<file path="src/rtl/alu_seq_controller_if.sv">
// rtl/alu_seq_controller_if.sv - instruction/result bundle for the ALU sequencing controller
//
// Groups the instruction fields and the controller responses into one bundle.
//   master : drives valid_in/opcode/funct/src_a/src_b, observes the responses
//   slave  : the controller; drives alu_cmd_out, stall_out, busy, done,
//            div_by_zero, result, result_valid
interface alu_seq_controller_if #(
    parameter int WIDTH = 32
) ();
    logic             valid_in;
    logic [5:0]       opcode;
    logic [5:0]       funct;
    logic [WIDTH-1:0] src_a;
    logic [WIDTH-1:0] src_b;
    logic [2:0]       alu_cmd_out;
    logic             stall_out;
    logic             busy;
    logic             done;
    logic             div_by_zero;
    logic [WIDTH-1:0] result;
    logic             result_valid;

    modport master (
        output valid_in, opcode, funct, src_a, src_b,
        input  alu_cmd_out, stall_out, busy, done, div_by_zero, result, result_valid
    );

    modport slave (
        input  valid_in, opcode, funct, src_a, src_b,
        output alu_cmd_out, stall_out, busy, done, div_by_zero, result, result_valid
    );
endinterface

</file>
<file path="src/rtl/alu_seq_controller.sv">
// rtl/alu_seq_controller.sv - ALU command decode plus iterative multiply/divide HI/LO unit
//
// Decodes single-cycle ALU commands combinationally and runs a multi-cycle
// radix-2 multiply / restoring divide for mult/multu/div/divu, writing HI/LO.
// mfhi/mflo read HI/LO into a registered result.
//   clk, rst_n : clock, asynchronous active-low reset
//   bus        : alu_seq_controller_if.slave (instruction in, responses out)
module alu_seq_controller #(
    parameter int WIDTH = 32
) (
    input  logic                 clk,
    input  logic                 rst_n,
    alu_seq_controller_if.slave  bus
);
    localparam int CW = $clog2(WIDTH) + 1;

    localparam logic [5:0] F_ADD   = 6'b10_0000;
    localparam logic [5:0] F_SUB   = 6'b10_0010;
    localparam logic [5:0] F_AND   = 6'b10_0100;
    localparam logic [5:0] F_OR    = 6'b10_0101;
    localparam logic [5:0] F_SLT   = 6'b10_1010;
    localparam logic [5:0] F_MULT  = 6'b01_1000;
    localparam logic [5:0] F_MULTU = 6'b01_1001;
    localparam logic [5:0] F_DIV   = 6'b01_1010;
    localparam logic [5:0] F_DIVU  = 6'b01_1011;
    localparam logic [5:0] F_MFHI  = 6'b01_0000;
    localparam logic [5:0] F_MFLO  = 6'b01_0010;

    localparam logic [5:0] OP_ADDI = 6'b00_1000;
    localparam logic [5:0] OP_ANDI = 6'b00_1100;
    localparam logic [5:0] OP_ORI  = 6'b00_1101;
    localparam logic [5:0] OP_SLTI = 6'b00_1010;

    localparam logic [2:0] CMD_NONE = 3'd0;
    localparam logic [2:0] CMD_ADD  = 3'd1;
    localparam logic [2:0] CMD_SUB  = 3'd2;
    localparam logic [2:0] CMD_AND  = 3'd3;
    localparam logic [2:0] CMD_OR   = 3'd4;
    localparam logic [2:0] CMD_SLT  = 3'd5;

    typedef enum logic [1:0] {S_IDLE, S_MUL, S_DIV, S_FIN} state_t;

    state_t           state_q, state_d;
    logic [CW-1:0]    cnt_q, cnt_d;
    // hw/lw: multiply = {partial product, multiplier}; divide = {remainder, dividend}
    logic [WIDTH-1:0] hw_q, hw_d;
    logic [WIDTH-1:0] lw_q, lw_d;
    logic [WIDTH-1:0] opb_q, opb_d;
    logic             neg_lo_q, neg_lo_d;
    logic             neg_hi_q, neg_hi_d;
    logic             is_div_q, is_div_d;
    logic             dz_q, dz_d;
    logic [WIDTH-1:0] hi_q, hi_d;
    logic [WIDTH-1:0] lo_q, lo_d;
    logic [WIDTH-1:0] result_q, result_d;
    logic             result_valid_q, result_valid_d;
    logic             done_q, done_d;
    logic             dz_pulse_q, dz_pulse_d;

    logic [2:0]       alu_cmd;
    logic             is_mul, is_dv, is_mf, is_hilo;
    logic             busy, accept;
    logic             signed_op, a_neg, b_neg;
    logic [WIDTH-1:0] mag_a, mag_b;
    logic [WIDTH:0]   mul_sum;
    logic [WIDTH:0]   div_sh, div_diff;
    logic [2*WIDTH-1:0] prod, prod_fix;
    logic [WIDTH-1:0] quo_fix, rem_fix;

    // Single-cycle ALU decode; independent of busy and valid_in.
    always_comb begin
        alu_cmd = CMD_NONE;
        if (bus.opcode == 6'd0) begin
            case (bus.funct)
                F_ADD:   alu_cmd = CMD_ADD;
                F_SUB:   alu_cmd = CMD_SUB;
                F_AND:   alu_cmd = CMD_AND;
                F_OR:    alu_cmd = CMD_OR;
                F_SLT:   alu_cmd = CMD_SLT;
                default: alu_cmd = CMD_NONE;
            endcase
        end else begin
            case (bus.opcode)
                OP_ADDI: alu_cmd = CMD_ADD;
                OP_ANDI: alu_cmd = CMD_AND;
                OP_ORI:  alu_cmd = CMD_OR;
                OP_SLTI: alu_cmd = CMD_SLT;
                default: alu_cmd = CMD_NONE;
            endcase
        end
    end

    always_comb begin
        is_mul  = (bus.opcode == 6'd0) && (bus.funct == F_MULT || bus.funct == F_MULTU);
        is_dv   = (bus.opcode == 6'd0) && (bus.funct == F_DIV  || bus.funct == F_DIVU);
        is_mf   = (bus.opcode == 6'd0) && (bus.funct == F_MFHI || bus.funct == F_MFLO);
        is_hilo = is_mul | is_dv | is_mf;
        busy    = (state_q != S_IDLE);
        accept  = bus.valid_in & ~busy & is_hilo;
        // funct[0] clear selects the signed variant of mult/div.
        signed_op = ~bus.funct[0];
        a_neg     = signed_op & bus.src_a[WIDTH-1];
        b_neg     = signed_op & bus.src_b[WIDTH-1];
        mag_a     = a_neg ? (~bus.src_a + 1'b1) : bus.src_a;
        mag_b     = b_neg ? (~bus.src_b + 1'b1) : bus.src_b;
    end

    // Iteration datapath and final sign correction.
    always_comb begin
        mul_sum  = {1'b0, hw_q} + {1'b0, (lw_q[0] ? opb_q : {WIDTH{1'b0}})};
        div_sh   = {hw_q, lw_q[WIDTH-1]};
        div_diff = div_sh - {1'b0, opb_q};
        prod     = {hw_q, lw_q};
        prod_fix = neg_lo_q ? (~prod + 1'b1) : prod;
        quo_fix  = neg_lo_q ? (~lw_q + 1'b1) : lw_q;
        rem_fix  = neg_hi_q ? (~hw_q + 1'b1) : hw_q;
    end

    always_comb begin
        state_d        = state_q;
        cnt_d          = cnt_q;
        hw_d           = hw_q;
        lw_d           = lw_q;
        opb_d          = opb_q;
        neg_lo_d       = neg_lo_q;
        neg_hi_d       = neg_hi_q;
        is_div_d       = is_div_q;
        dz_d           = dz_q;
        hi_d           = hi_q;
        lo_d           = lo_q;
        result_d       = result_q;
        result_valid_d = 1'b0;
        done_d         = 1'b0;
        dz_pulse_d     = 1'b0;

        case (state_q)
            S_IDLE: begin
                if (accept && (is_mul || is_dv)) begin
                    state_d  = is_mul ? S_MUL : S_DIV;
                    cnt_d    = CW'(WIDTH);
                    hw_d     = {WIDTH{1'b0}};
                    lw_d     = mag_a;
                    opb_d    = mag_b;
                    neg_lo_d = a_neg ^ b_neg;
                    // Remainder follows the dividend's sign.
                    neg_hi_d = is_dv & a_neg;
                    is_div_d = is_dv;
                    dz_d     = is_dv && (bus.src_b == {WIDTH{1'b0}});
                end
                if (accept && is_mf) begin
                    result_d       = (bus.funct == F_MFHI) ? hi_q : lo_q;
                    result_valid_d = 1'b1;
                end
            end
            S_MUL: begin
                if (cnt_q == {CW{1'b0}}) begin
                    state_d = S_FIN;
                end else begin
                    hw_d  = mul_sum[WIDTH:1];
                    lw_d  = {mul_sum[0], lw_q[WIDTH-1:1]};
                    cnt_d = cnt_q - CW'(1);
                end
            end
            S_DIV: begin
                if (cnt_q == {CW{1'b0}}) begin
                    state_d = S_FIN;
                end else begin
                    // Restoring step: keep the difference only if it did not go negative.
                    if (!div_diff[WIDTH]) begin
                        hw_d = div_diff[WIDTH-1:0];
                        lw_d = {lw_q[WIDTH-2:0], 1'b1};
                    end else begin
                        hw_d = div_sh[WIDTH-1:0];
                        lw_d = {lw_q[WIDTH-2:0], 1'b0};
                    end
                    cnt_d = cnt_q - CW'(1);
                end
            end
            S_FIN: begin
                state_d = S_IDLE;
                done_d  = 1'b1;
                if (is_div_q) begin
                    // With a zero divisor the remainder register ends up holding |src_a|,
                    // so sign restoration already yields src_a; only LO needs forcing.
                    hi_d       = rem_fix;
                    lo_d       = dz_q ? {WIDTH{1'b1}} : quo_fix;
                    dz_pulse_d = dz_q;
                end else begin
                    hi_d = prod_fix[2*WIDTH-1:WIDTH];
                    lo_d = prod_fix[WIDTH-1:0];
                end
            end
            default: state_d = S_IDLE;
        endcase
    end

    always_ff @(posedge clk or negedge rst_n) begin
        if (!rst_n) begin
            state_q        <= S_IDLE;
            cnt_q          <= {CW{1'b0}};
            hw_q           <= {WIDTH{1'b0}};
            lw_q           <= {WIDTH{1'b0}};
            opb_q          <= {WIDTH{1'b0}};
            neg_lo_q       <= 1'b0;
            neg_hi_q       <= 1'b0;
            is_div_q       <= 1'b0;
            dz_q           <= 1'b0;
            hi_q           <= {WIDTH{1'b0}};
            lo_q           <= {WIDTH{1'b0}};
            result_q       <= {WIDTH{1'b0}};
            result_valid_q <= 1'b0;
            done_q         <= 1'b0;
            dz_pulse_q     <= 1'b0;
        end else begin
            state_q        <= state_d;
            cnt_q          <= cnt_d;
            hw_q           <= hw_d;
            lw_q           <= lw_d;
            opb_q          <= opb_d;
            neg_lo_q       <= neg_lo_d;
            neg_hi_q       <= neg_hi_d;
            is_div_q       <= is_div_d;
            dz_q           <= dz_d;
            hi_q           <= hi_d;
            lo_q           <= lo_d;
            result_q       <= result_d;
            result_valid_q <= result_valid_d;
            done_q         <= done_d;
            dz_pulse_q     <= dz_pulse_d;
        end
    end

    assign bus.alu_cmd_out  = alu_cmd;
    assign bus.stall_out    = bus.valid_in & busy & is_hilo;
    assign bus.busy         = busy;
    assign bus.done         = done_q;
    assign bus.div_by_zero  = dz_pulse_q;
    assign bus.result       = result_q;
    assign bus.result_valid = result_valid_q;
endmodule
</file>
<file path="src/flat_wrapper.sv">
// flat-port wrapper written by rule: the top's interface ports become plain ports
module alu_seq_controller_flat 
#(
    parameter int WIDTH = 32
)
  (clk, rst_n, bus_valid_in, bus_opcode, bus_funct, bus_src_a, bus_src_b, bus_alu_cmd_out, bus_stall_out, bus_busy, bus_done, bus_div_by_zero, bus_result, bus_result_valid);
  alu_seq_controller_if #(.WIDTH(WIDTH)) bus_i ();
  input  logic clk;
  input  logic rst_n;
  input wire logic [$bits(bus_i.valid_in)-1:0] bus_valid_in;
  input wire logic [$bits(bus_i.opcode)-1:0] bus_opcode;
  input wire logic [$bits(bus_i.funct)-1:0] bus_funct;
  input wire logic [$bits(bus_i.src_a)-1:0] bus_src_a;
  input wire logic [$bits(bus_i.src_b)-1:0] bus_src_b;
  output wire logic [$bits(bus_i.alu_cmd_out)-1:0] bus_alu_cmd_out;
  output wire logic [$bits(bus_i.stall_out)-1:0] bus_stall_out;
  output wire logic [$bits(bus_i.busy)-1:0] bus_busy;
  output wire logic [$bits(bus_i.done)-1:0] bus_done;
  output wire logic [$bits(bus_i.div_by_zero)-1:0] bus_div_by_zero;
  output wire logic [$bits(bus_i.result)-1:0] bus_result;
  output wire logic [$bits(bus_i.result_valid)-1:0] bus_result_valid;
  assign bus_i.valid_in = bus_valid_in;
  assign bus_i.opcode = bus_opcode;
  assign bus_i.funct = bus_funct;
  assign bus_i.src_a = bus_src_a;
  assign bus_i.src_b = bus_src_b;
  assign bus_alu_cmd_out = bus_i.alu_cmd_out;
  assign bus_stall_out = bus_i.stall_out;
  assign bus_busy = bus_i.busy;
  assign bus_done = bus_i.done;
  assign bus_div_by_zero = bus_i.div_by_zero;
  assign bus_result = bus_i.result;
  assign bus_result_valid = bus_i.result_valid;
  alu_seq_controller #(.WIDTH(WIDTH)) u_core (.clk(clk), .rst_n(rst_n), .bus(bus_i));
endmodule
</file>
<file path="config.mk">
export PLATFORM = sky130hd
export DESIGN_NAME = alu_seq_controller_flat
export DESIGN_NICKNAME = d
export VERILOG_FILES = /design/src/rtl/alu_seq_controller_if.sv /design/src/rtl/alu_seq_controller.sv /design/src/flat_wrapper.sv
export SDC_FILE = /design/constraint.sdc
export NUM_CORES = 1
export LEC_CHECK = 0
export BUFFER_PORTS_ARGS = -buffer_cell sky130_fd_sc_hd__buf_2
export CAP_MARGIN = 30
export CORE_UTILIZATION = 61
export CTS_CLUSTER_SIZE = 14
export DETAILED_ROUTE_END_ITERATION = 16
export PLACE_DENSITY = 0.79
export SLEW_MARGIN = 20
export SYNTH_ARGS = -nofsm -noshare
export SYNTH_HDL_FRONTEND = slang
export SYNTH_SLANG_ARGS = --single-unit
</file>
<file path="constraint.sdc">
create_clock -name clk -period 4.5 [get_ports clk]
set_clock_uncertainty 0.05 [all_clocks]
set_input_delay 0.9 -clock clk [delete_from_list [all_inputs] [get_ports clk]]
set_output_delay 0.9 -clock clk [all_outputs]
set_load 0.03 [all_outputs]
</file>
==> metrics <==
setup TNS 0 ps; DRC 0; Cell Area, Synth approximately 16,000 sq um; drt first pass iters 6; status complete, no violations; Overall Power roughly 0.014 W; worst slew pin tran between 900 and 1000 ps; TritonCTS Buffers 23; Die Span X 164 um; area of the die about 27,000 sq um; synth unique cells just over 80; Pins Over Slew Limit 0; CTS Root Cell clkbuf_16; DR vias/cell 6.40; yosys warns 0; chip height ~160 um; Starting Density between 60 and 70%; nets between 2,000 and 2,500; Pleak ~8.0 nW; worst endpoint data arrival time between 4000 and 5000 ps; cell row count 58; final core utilization 69.1%; # clock sinks 207; global route total overflow 0; CP Cell Sequence inv_1, ha_1, fa_1, nand2b_1, a211oi_1, o21ai_0, a2111oi_0, nor3_1, xnor2_4, buf_4, buf_4, nor2b_1, a31oi_1, o221ai_1; switching share of power between 40 and 50%; Longest Clk Path Bufs 3; VDD IR max between 0.0004 and 0.0005 V; Logic pwr share about three fifths; largest delay contributor family on the critical path compound AO/OA/AOI/OAI gates; post-CTS resize count 0; global-route wire length before repair a little over 70,000 um; Synth Flop Type dfrtp_1; fmax between 0.2 and 0.25 GHz; Power Internal 0.00716 W; share of layout cells above drive strength 1 approximately 13%; clock network power share between 10% and 20%; DP Wirelength between 30,000 and 40,000 um; Core Box Area 25,500 sq um; initial antenna violation count 0; FF/Latch Area slightly above 5000 sq um; Post-synth ARST share 100%; Routed Antenna Nets 0; syn nets between 2,000 and 2,500; routed length per instance approximately 19 um; Final Setup Violations 0; Placed Area 16,800 sq um; max cap viols 0; design area roughly 18,000 sq um; Power Density ~790 nW/um^2; Skew-Pair Late Insertion Delay 520 ps; antenna cell count 0; synthesis-to-finish area growth 10.0%; DR iter-0 viols between 1,500 and 2,000; worst path bufs/invs 3; worst hold path class in -> async; IO Port Bufs between 100 and 150; Finished Layout Cells between 2,000 and 2,500; Setup Fix Bufs, Post-CTS 0; largest net degree at the start of global routing 91; slew margin rel. a little under two fifths; Overall Global Routing Usage between 30% and 40%; EDFF count, synth 0; RSZ-0062 raised after global routing no; Synth Instances between 1,500 and 2,000; critical path class reg -> reg; Req. time, crit path around 4800 ps; Slowest cell on crit path xnor2_4; H-tree levels 1; syn_area_per_cell about 8.2 sq um; Synth Register Bits slightly above 200; Critical Path Source Type flop; DR vias approximately 15,000; TritonCTS clock tree built; Critical Path Max Stage Delay approximately 560 ps; sequential share of the synthesized area about a third; via count of the first global-routing pass between 10,000 and 15,000; Crit Path Max Fanout 19; # hold bufs at CTS 0; final worst path period need between 4000 and 5000 ps; Cells after DPL approximately 2,300; crit share post-route between 90% and 100%; gpl congestion between 0.9 and 1; CP Capture Type flop; Sequential Power Share between 20% and 30%; CP most frequent cell buf_4; clock slew at reported path FFs roughly 70 ps; footprint of the multi-input gates 10,100 sq um; final WL 45,800 um; final hold violation count 0; Psw roughly 0.0067 W; fill count 2,076; I/O pin cnt roughly 120
registers in the layout, indices dropped and copies added (netlist names), 2 cells and up:
| name | count |
|---|---|
| u_core.bus.result | 32 |
| u_core.cnt_q | 6 |
| u_core.hw_q | 32 |
| u_core.lw_q | 32 |
| u_core.lo_q | 32 |
| u_core.hi_q | 32 |
| u_core.opb_q | 32 |
| u_core.state_q | 2 |
layout make-up:
class / instances / share of cell area (%)
Tap cell: 330 / 2.35
Sequential cell: 207 / 29.4
Timing Repair Buffer: 146 / 4.74
Multi-Input combinational cell: 1561 / 57.2
Clock inverter: 10 / 1.04
Inverter: 76 / 1.62
Clock buffer: 29 / 3.57
metal layers:
metal  share of wire, %  routed length, um  track usage (%)  vias up
met5                  0                  0                0        -
met4                2.7               1250             9.55        0
met3                8.0               3650             4.72       92
met2                 45              20500             52.6      668
met1                 45              20400             50.1     7212
li1                   -                  -                -     7116
final timing paths:
| kind | startpoint | endpoint | slack (ps) | cells past startpoint |
|---|---|---|---|---|
| worst max-delay path | u_core.lw_q[31] | u_core.hw_q[30] | 300 | 14 |
| worst min-delay path | rst_n | u_core.hw_q[19] | 410 | 1 |
| worst max register to register | u_core.lw_q[31] | u_core.hw_q[30] | 300 | 14 |
| worst min register to register | u_core.bus.result[5] | u_core.bus.result[5] | 420 | 2 |
| max in group asynchronous | rst_n | u_core.opb_q[15] | 2970 | 2 |
| min in group clk | u_core.bus.result[5] | u_core.bus.result[5] | 420 | 2 |
synthesized netlist by cell type (41+ instances only):
cell      instances  area, sq um
xnor2_1          97          850
nand3_1          41          205
o21ai_0         140          701
ha_1             75          938
clkbuf_1         92          345
nand2_1         212          796
dfrtp_1         207         5180
nor2_1          216          811
mux2i_1          44          440
a21oi_1         188          941
inv_1            75          282
xor2_1           83          727
logic make-up (layout without fill, tap and decap cells):
logic type	Yosys count	in the layout	synth area share [%]
multiplexers	64	64	4.16
flip-flops	207	207	32.4
adder cells (fa/ha/maj)	78	78	6.18
buffers and inverters	188	261	4.84
AO/OA/AOI/OAI	589	589	23.7
AND/OR/NAND/NOR	649	649	18.8
XOR/XNOR	181	181	9.96
stage by stage:
step	hold WS (ps)	worst slack, ps
6_report	412	303
3_5_place_dp	414	428
4_1_cts	428	403
3_3_place_gp	406	560
2_1_floorplan	399	1220
5_1_grt	444	4.32
power groups by stage:
stage	Combinational [W]	Sequential, W	Clock [W]
2_1_floorplan	0.00654	0.00293	0
3_3_place_gp	0.00820	0.00320	0
3_5_place_dp	0.00834	0.00323	0
4_1_cts	0.00841	0.00320	0.00206
5_1_grt	0.00928	0.00330	0.00212
6_report	0.00856	0.00324	0.00204
worst reg2reg max path, stage by stage (launching register included):
cell and delay [ps]:
dfrtp_1 390, inv_1 100, ha_1 220, fa_1 390
nand2b_1 200, a211oi_1 380, o21ai_0 250, a2111oi_0 470
nor3_1 210, xnor2_4 560, buf_4 300, buf_4 190
nor2b_1 60, a31oi_1 140, o221ai_1 140
layout by cell type (no fill, tap or decap), drive strengths merged, types with 6 or more instances in the layout:
cell type / synthesis / routed
nand4: 12 / 12
a21o: 21 / 21
nand2b: 15 / 15
nor2: 220 / 220
a221oi: 36 / 36
xor2: 83 / 83
or2: 9 / 9
o211ai: 9 / 9
a21oi: 188 / 188
mux2i: 44 / 44
clkbuf: 92 / 30
o21a: 14 / 14
nor3: 44 / 44
dfrtp: 207 / 207
a221o: 7 / 7
a211oi: 13 / 13
o21ai: 159 / 159
ha: 75 / 75
a22oi: 22 / 22
or4: 14 / 14
o221ai: 6 / 6
and3: 9 / 9
o21bai: 6 / 6
nor2b: 14 / 14
nand3: 43 / 43
or3: 11 / 11
inv: 75 / 77
nand2: 213 / 213
o31ai: 55 / 55
mux2: 20 / 20
o41ai: 7 / 7
nor3b: 8 / 8
and2: 7 / 7
nor4: 19 / 19
xnor2: 98 / 98
buf: 20 / 145
a31oi: 14 / 14
No activity file was read; power rests on OpenSTA's default activity.
